==> config.mk <==
export PLATFORM = sky130hd
export DESIGN_NAME = prefix_adder_sched_flat
export DESIGN_NICKNAME = d
export VERILOG_FILES = /design/src/rtl/prefix_adder_sched_if.sv /design/src/rtl/prefix_adder_sched.sv /design/src/flat_wrapper.sv
export SDC_FILE = /design/constraint.sdc
export NUM_CORES = 1
export LEC_CHECK = 0
export ABC_AREA = 1
export CORE_ASPECT_RATIO = 1.2
export CORE_UTILIZATION = 47
export CTS_CLUSTER_SIZE = 16
export DETAILED_ROUTE_END_ITERATION = 16
export GPL_TIMING_DRIVEN = 1
export PLACE_DENSITY = 0.89
export SLEW_MARGIN = 15
export SYNTH_ARGS = -nofsm -noshare
export SYNTH_HDL_FRONTEND = slang
export SYNTH_SLANG_ARGS = --single-unit
==> constraint.sdc <==
create_clock -name clk -period 3.2 [get_ports clk]
set_clock_uncertainty 0.15 [all_clocks]
set_input_delay 0.32 -clock clk [delete_from_list [all_inputs] [get_ports clk]]
set_output_delay 0.32 -clock clk [all_outputs]
set_load 0.02 [all_outputs]
==> src/rtl/prefix_adder_sched_if.sv <==
// Bundle of the two request channels, the shared adder slice port and the
// response channel of prefix_adder_sched.
//
// Handshake rule on every channel: a transfer happens on a rising edge where
// valid and ready are both high. Once valid is raised, the payload stays
// stable until that transfer. Ready may depend combinationally on valid.
interface prefix_adder_sched_if #(
   parameter int OP_W  = 48,
   parameter int SEG_W = 16
);
   logic              req0_valid;
   logic              req0_ready;
   logic [OP_W-1:0]   req0_a;
   logic [OP_W-1:0]   req0_b;
   logic              req0_cin;
   logic              req1_valid;
   logic              req1_ready;
   logic [OP_W-1:0]   req1_a;
   logic [OP_W-1:0]   req1_b;
   logic              req1_cin;
   logic [SEG_W-1:0]  add_a;
   logic [SEG_W-1:0]  add_b;
   logic              add_cin;
   logic [SEG_W-1:0]  add_sum;
   logic              add_cout;
   logic              rsp_valid;
   logic              rsp_ready;
   logic [OP_W-1:0]   rsp_sum;
   logic              rsp_cout;
   logic              rsp_id;
   logic              busy;

   // Environment side: requesters, result consumer and the shared adder.
   modport master (
      output req0_valid, req0_a, req0_b, req0_cin,
      output req1_valid, req1_a, req1_b, req1_cin,
      output add_sum, add_cout, rsp_ready,
      input  req0_ready, req1_ready, add_a, add_b, add_cin,
      input  rsp_valid, rsp_sum, rsp_cout, rsp_id, busy
   );

   // Scheduler side.
   modport slave (
      input  req0_valid, req0_a, req0_b, req0_cin,
      input  req1_valid, req1_a, req1_b, req1_cin,
      input  add_sum, add_cout, rsp_ready,
      output req0_ready, req1_ready, add_a, add_b, add_cin,
      output rsp_valid, rsp_sum, rsp_cout, rsp_id, busy
   );
endinterface

==> src/rtl/prefix_adder_sched.sv <==
// Shares one SEG_W-bit adder slice between two requesters: round-robin grant,
// then an OP_W-bit add as NSEG LSB-first slice cycles with a registered carry.
module prefix_adder_sched #(
   parameter int OP_W  = 48,
   parameter int SEG_W = 16
) (
   input  logic                clk,
   input  logic                rst_n,
   prefix_adder_sched_if.slave bus,
   output logic [1:0]          dbg_state
);
   localparam int NSEG      = OP_W / SEG_W;
   localparam int SEG_IDX_W = (NSEG > 1) ? $clog2(NSEG) : 1;
   localparam int BIT_IDX_W = (OP_W > 1) ? $clog2(OP_W) : 1;
   localparam logic [SEG_IDX_W-1:0] LAST_SEG = SEG_IDX_W'(NSEG - 1);

   typedef enum logic [1:0] {
      IDLE = 2'd0,
      RUN  = 2'd1,
      DONE = 2'd2
   } state_t;

   state_t                state;
   logic                  rr_ptr;
   logic [SEG_IDX_W-1:0]  seg;
   logic [BIT_IDX_W-1:0]  seg_base;
   logic [OP_W-1:0]       a_q;
   logic [OP_W-1:0]       b_q;
   logic [OP_W-1:0]       sum_q;
   logic                  carry_q;
   logic                  cout_q;
   logic                  id_q;
   logic                  idle;
   logic                  gnt0;
   logic                  gnt1;

   // Ready is masked by rst_n so nothing looks accepted while reset is held.
   assign idle     = rst_n && (state == IDLE);
   assign gnt0     = idle && bus.req0_valid && (!bus.req1_valid || !rr_ptr);
   assign gnt1     = idle && bus.req1_valid && (!bus.req0_valid ||  rr_ptr);
   assign seg_base = BIT_IDX_W'(seg) * BIT_IDX_W'(SEG_W);

   always_ff @(posedge clk or negedge rst_n) begin
      if (!rst_n) begin
         state   <= IDLE;
         rr_ptr  <= 1'b0;
         seg     <= '0;
         a_q     <= '0;
         b_q     <= '0;
         sum_q   <= '0;
         carry_q <= 1'b0;
         cout_q  <= 1'b0;
         id_q    <= 1'b0;
      end else begin
         case (state)
            IDLE: begin
               if (gnt0 || gnt1) begin
                  a_q     <= gnt1 ? bus.req1_a   : bus.req0_a;
                  b_q     <= gnt1 ? bus.req1_b   : bus.req0_b;
                  carry_q <= gnt1 ? bus.req1_cin : bus.req0_cin;
                  id_q    <= gnt1;
                  rr_ptr  <= ~gnt1;
                  seg     <= '0;
                  state   <= RUN;
               end
            end
            RUN: begin
               sum_q[seg_base +: SEG_W] <= bus.add_sum;
               carry_q                  <= bus.add_cout;
               if (seg == LAST_SEG) begin
                  cout_q <= bus.add_cout;
                  state  <= DONE;
               end else begin
                  seg <= seg + 1'b1;
               end
            end
            DONE: begin
               if (bus.rsp_ready) state <= IDLE;
            end
            default: state <= IDLE;
         endcase
      end
   end

   assign bus.req0_ready = gnt0;
   assign bus.req1_ready = gnt1;
   assign bus.add_a      = (state == RUN) ? a_q[seg_base +: SEG_W] : '0;
   assign bus.add_b      = (state == RUN) ? b_q[seg_base +: SEG_W] : '0;
   assign bus.add_cin    = (state == RUN) && carry_q;
   assign bus.rsp_valid  = (state == DONE);
   assign bus.rsp_sum    = sum_q;
   assign bus.rsp_cout   = cout_q;
   assign bus.rsp_id     = id_q;
   assign bus.busy       = (state != IDLE);
   assign dbg_state      = state;
endmodule

==> src/flat_wrapper.sv <==
// flat-port wrapper written by rule: the top's interface ports become plain ports
module prefix_adder_sched_flat 
#(
   parameter int OP_W  = 48,
   parameter int SEG_W = 16
)
  (clk, rst_n, dbg_state, bus_req0_valid, bus_req0_a, bus_req0_b, bus_req0_cin, bus_req1_valid, bus_req1_a, bus_req1_b, bus_req1_cin, bus_add_sum, bus_add_cout, bus_rsp_ready, bus_req0_ready, bus_req1_ready, bus_add_a, bus_add_b, bus_add_cin, bus_rsp_valid, bus_rsp_sum, bus_rsp_cout, bus_rsp_id, bus_busy);
  prefix_adder_sched_if #(.OP_W(OP_W), .SEG_W(SEG_W)) bus_i ();
  input  logic clk;
  input  logic rst_n;
  output logic [1:0] dbg_state;
  input wire logic [$bits(bus_i.req0_valid)-1:0] bus_req0_valid;
  input wire logic [$bits(bus_i.req0_a)-1:0] bus_req0_a;
  input wire logic [$bits(bus_i.req0_b)-1:0] bus_req0_b;
  input wire logic [$bits(bus_i.req0_cin)-1:0] bus_req0_cin;
  input wire logic [$bits(bus_i.req1_valid)-1:0] bus_req1_valid;
  input wire logic [$bits(bus_i.req1_a)-1:0] bus_req1_a;
  input wire logic [$bits(bus_i.req1_b)-1:0] bus_req1_b;
  input wire logic [$bits(bus_i.req1_cin)-1:0] bus_req1_cin;
  input wire logic [$bits(bus_i.add_sum)-1:0] bus_add_sum;
  input wire logic [$bits(bus_i.add_cout)-1:0] bus_add_cout;
  input wire logic [$bits(bus_i.rsp_ready)-1:0] bus_rsp_ready;
  output wire logic [$bits(bus_i.req0_ready)-1:0] bus_req0_ready;
  output wire logic [$bits(bus_i.req1_ready)-1:0] bus_req1_ready;
  output wire logic [$bits(bus_i.add_a)-1:0] bus_add_a;
  output wire logic [$bits(bus_i.add_b)-1:0] bus_add_b;
  output wire logic [$bits(bus_i.add_cin)-1:0] bus_add_cin;
  output wire logic [$bits(bus_i.rsp_valid)-1:0] bus_rsp_valid;
  output wire logic [$bits(bus_i.rsp_sum)-1:0] bus_rsp_sum;
  output wire logic [$bits(bus_i.rsp_cout)-1:0] bus_rsp_cout;
  output wire logic [$bits(bus_i.rsp_id)-1:0] bus_rsp_id;
  output wire logic [$bits(bus_i.busy)-1:0] bus_busy;
  assign bus_i.req0_valid = bus_req0_valid;
  assign bus_i.req0_a = bus_req0_a;
  assign bus_i.req0_b = bus_req0_b;
  assign bus_i.req0_cin = bus_req0_cin;
  assign bus_i.req1_valid = bus_req1_valid;
  assign bus_i.req1_a = bus_req1_a;
  assign bus_i.req1_b = bus_req1_b;
  assign bus_i.req1_cin = bus_req1_cin;
  assign bus_i.add_sum = bus_add_sum;
  assign bus_i.add_cout = bus_add_cout;
  assign bus_i.rsp_ready = bus_rsp_ready;
  assign bus_req0_ready = bus_i.req0_ready;
  assign bus_req1_ready = bus_i.req1_ready;
  assign bus_add_a = bus_i.add_a;
  assign bus_add_b = bus_i.add_b;
  assign bus_add_cin = bus_i.add_cin;
  assign bus_rsp_valid = bus_i.rsp_valid;
  assign bus_rsp_sum = bus_i.rsp_sum;
  assign bus_rsp_cout = bus_i.rsp_cout;
  assign bus_rsp_id = bus_i.rsp_id;
  assign bus_busy = bus_i.busy;
  prefix_adder_sched #(.OP_W(OP_W), .SEG_W(SEG_W)) u_core (.clk(clk), .rst_n(rst_n), .bus(bus_i), .dbg_state(dbg_state));
endmodule
==> results.cfg <==
[placed_design]
dpl.hpwl_um = 16800
dp_slack_ns = 0.336
placed_area_um2 = 10600
portBuffers = 304
finalWeightedCongestion = 0.870

[layout]
drive_gt1_share_pct = 4.82
multi_input_area_um2 = 3240
antenna_cells = 0
ff_latch_area_um2 = 3800
fillerInstances = 1184
fin_nets = 1492
finalInstanceArea_um2 = 11200
synthToLayoutAreaGrowth_pct = 49.0

[timing]
period_needed_ns = 2.99
worst_slack_ns = 0.206
rsz0062_at_grt = false
hold_viol_final = 0
setup_viol = 0
slew_headroom_pct = 30.9
max_freq_mhz = 334
slew_violations = 0
timing.final.crit_share_pct = 93.6
worst_slew_pin_slew_ns = 1.04
fin_tns_setup_ns = 0

[setup_path]
critPathMostFrequentCell = nor2_1
reg2reg_slack_ns = 0.21
endpoint_kind = primary output
crit_end = bus_add_b[10]
rr_startpoint = u_core.seg[0]
critical_path_cell_count = 6
path_class = register to primary output
arrival_ns = 2.52
crit_slowest_cell = clkdlybuf4s50_1
crit_path_max_fanout = 21
startpoint_type = register
worst_ep_required_time_ns = 2.73
reg2reg_to = u_core.bus.rsp_sum[14]
cp_slowest_stage_delay_ns = 0.66
path_cells = buf_4 > nor2_1 > nor2_1 > o21ai_0 > a21oi_1 > clkdlybuf4s50_1
cp_top_family = buffers and inverters
reg2reg_depth = 7
cp_num_buf_inv = 2
startpoint = u_core.seg[0]

[yosys]
ys_seq_area_share_pct = 50.6
synth_area_per_cell_um2 = 7.52
ys_top_cells_by_area = dfrtp_1 (51%), nand2_1 (19%), nand3_1 (9.8%), o21ai_0 (5.5%), nor2_1 (4.3%)
synth_top_area_share_pct = 50.6
yosysTopAreaCell = dfrtp_1
ys_seq_elements = 152
netlist_area_um2 = 7520
yosysWarnings = 0
syn_inst = 999
synth.distinct_cells = 21
syn_nets = 1219

[drt]
drc_errors = 0
vias = 7994
wl_per_cell_um = 16.2
drtAntennaViolNets = 0
detailedRoute.firstPassIterationCount = 7
routed_wl_um = 24200
drt_iter0_drc = 686
viasPerCell = 5.35

[clock_tree]
cts.sinks = 152
cts_buffers = 17
clockBufferDepth = 2
h-tree-depth = 4
cts_tree = done
clock_latency_ns = 0.41
clk_pin_slew_ns = 0.06
cts_root_buffer = clkbuf_16
cts_setup_buffers = 0

[global_routing]
overflow = 0
antenna_found_initial = 0
grt_pass1_vias = 7862
grt_max_degree = 153
grtUsageTotal_pct = 29.8
grt_pass1_wl_um = 38700

[floorplan]
start_util_pct = 48.1
rows = 50
io_pins = 305
die_y_um = 141
die_area_um2 = 16500
die_x_um = 117
coreArea_um2 = 15600

[power]
power.density_nw_per_um2 = 888
leakage_uw = 0.00518
ir_drop_uv = 525

[flow_run]
cap_violations = 0

[status]
status = complete, no violations

[hold_path]
min_path_type = primary input to register
-- state kept, by name, summed over array words and instances (netlist names) --
register,cells
u_core.dbg_state,2
u_core.a_q,48
u_core.seg,2
u_core.bus.rsp_cout,1
u_core.rr_ptr,1
u_core.bus.rsp_sum,48
u_core.carry_q,1
u_core.b_q,48
u_core.bus.rsp_id,1
-- Yosys cell counts --
master and count:
nor2_8 1, ha_1 4, o31ai_1 1, o21ai_0 83
a21boi_1 2, mux2_2 1, buf_4 5, nand2_2 3
nor2_1 87, nor2_4 1, nand2_1 382, buf_2 39
a21oi_1 32, nand2_4 1, inv_2 6, inv_1 29
nor2_2 3, nand3_1 147, clkbuf_1 15, buf_6 5
dfrtp_1 152
-- power breakdown --
group	switching [µW]	leakage, µW	total, µW	internal (µW)
Combinational	2850	0.00298	4790	1930
Clock	793	0.000266	1900	1110
Sequential	514	0.00194	3260	2750
-- cells by family after synthesis --
logic type | after synthesis | share of synthesized area (%)
multiplexers | 1 | 0.150
flip-flops | 152 | 50.6
AO/OA/AOI/OAI | 118 | 7.96
buffers and inverters | 99 | 6.34
AND/OR/NAND/NOR | 625 | 34.3
adder cells (fa/ha/maj) | 4 | 0.666
-- worst min path at each step --
| stage | start | to | slack (ns) | cells past startpoint |
|---|---|---|---|---|
| floorplan | rst_n | u_core.a_q[0] | -0.13 | 0 |
| global placement | u_core.b_q[18] | u_core.b_q[18] | 0.31 | 2 |
| detailed placement | u_core.b_q[24] | u_core.b_q[24] | 0.31 | 2 |
| CTS | bus_req0_b[44] | u_core.b_q[44] | 0.30 | 3 |
| global route | bus_req1_b[16] | u_core.b_q[16] | 0.32 | 3 |
| finish | bus_req0_b[31] | u_core.b_q[31] | 0.31 | 3 |
-- final cells by class --
cell class | count | share of cell area [%]
flip-flops and latches | 152 | 34.0
multi-input cells | 748 | 29.0
clock buffers | 21 | 4.11
well taps | 208 | 2.32
inverters | 35 | 1.17
clock inverters | 11 | 0.871
repair buffers | 318 | 28.6
-- routing by layer --
metal	GRT usage, %	wire [µm]	vias to the layer above
met3	6.27	1770	78
met1	34.6	9110	3745
li1	-	-	3748
met2	51.2	12100	423
met5	0	0	-
met4	17.3	1220	0
-- what timing repair did --
action	in CTS	in global routing
setup endpoints to repair	0	0
resized for setup	0	0
hold endpoints to repair	152	0
hold buffers	1	0
-- placed cells by master (no fill, tap or decap), types with 2 or more instances in the layout --
cell / netlist / routed
a21boi_1: 2 / 2
a21oi_1: 32 / 32
buf_12: 0 / 4
buf_4: 5 / 9
clkbuf_1: 15 / 2
clkbuf_16: 0 / 17
clkbuf_8: 0 / 2
clkdlybuf4s50_1: 0 / 303
clkinv_2: 0 / 4
clkinvlp_4: 0 / 4
dfrtp_1: 152 / 151
ha_1: 4 / 4
inv_1: 29 / 29
inv_2: 6 / 6
inv_6: 0 / 2
nand2_1: 382 / 382
nand2_2: 3 / 3
nand3_1: 147 / 147
nor2_1: 87 / 86
nor2_2: 3 / 3
nor2_4: 1 / 2
o21ai_0: 83 / 83
-- stage by stage --
| step | cells | hold slack [ns] | util, % | total power [µW] |
|---|---|---|---|---|
| 4_1_cts | 1493 | 0.297 | 71.6 | 9960 |
| 6_report | 1493 | 0.314 | 71.6 | 9950 |
| 5_1_grt | 1493 | 0.318 | 71.6 | 10600 |
| 3_3_place_gp | 1460 | 0.311 | 68.0 | 7870 |
| 3_5_place_dp | 1460 | 0.314 | 68.0 | 8000 |
| 2_1_floorplan | 999 | -0.126 | - | 5980 |
-- worst register-to-register path, stage by stage (launching register included) --
cell     delay, ns
dfrtp_2       0.55
inv_1         0.10
buf_4         0.37
ha_1          0.55
inv_1         0.34
nor2_2        0.55
nand3_1       0.20
nand2_1       0.11
No activity file was read; power rests on OpenSTA's default activity.
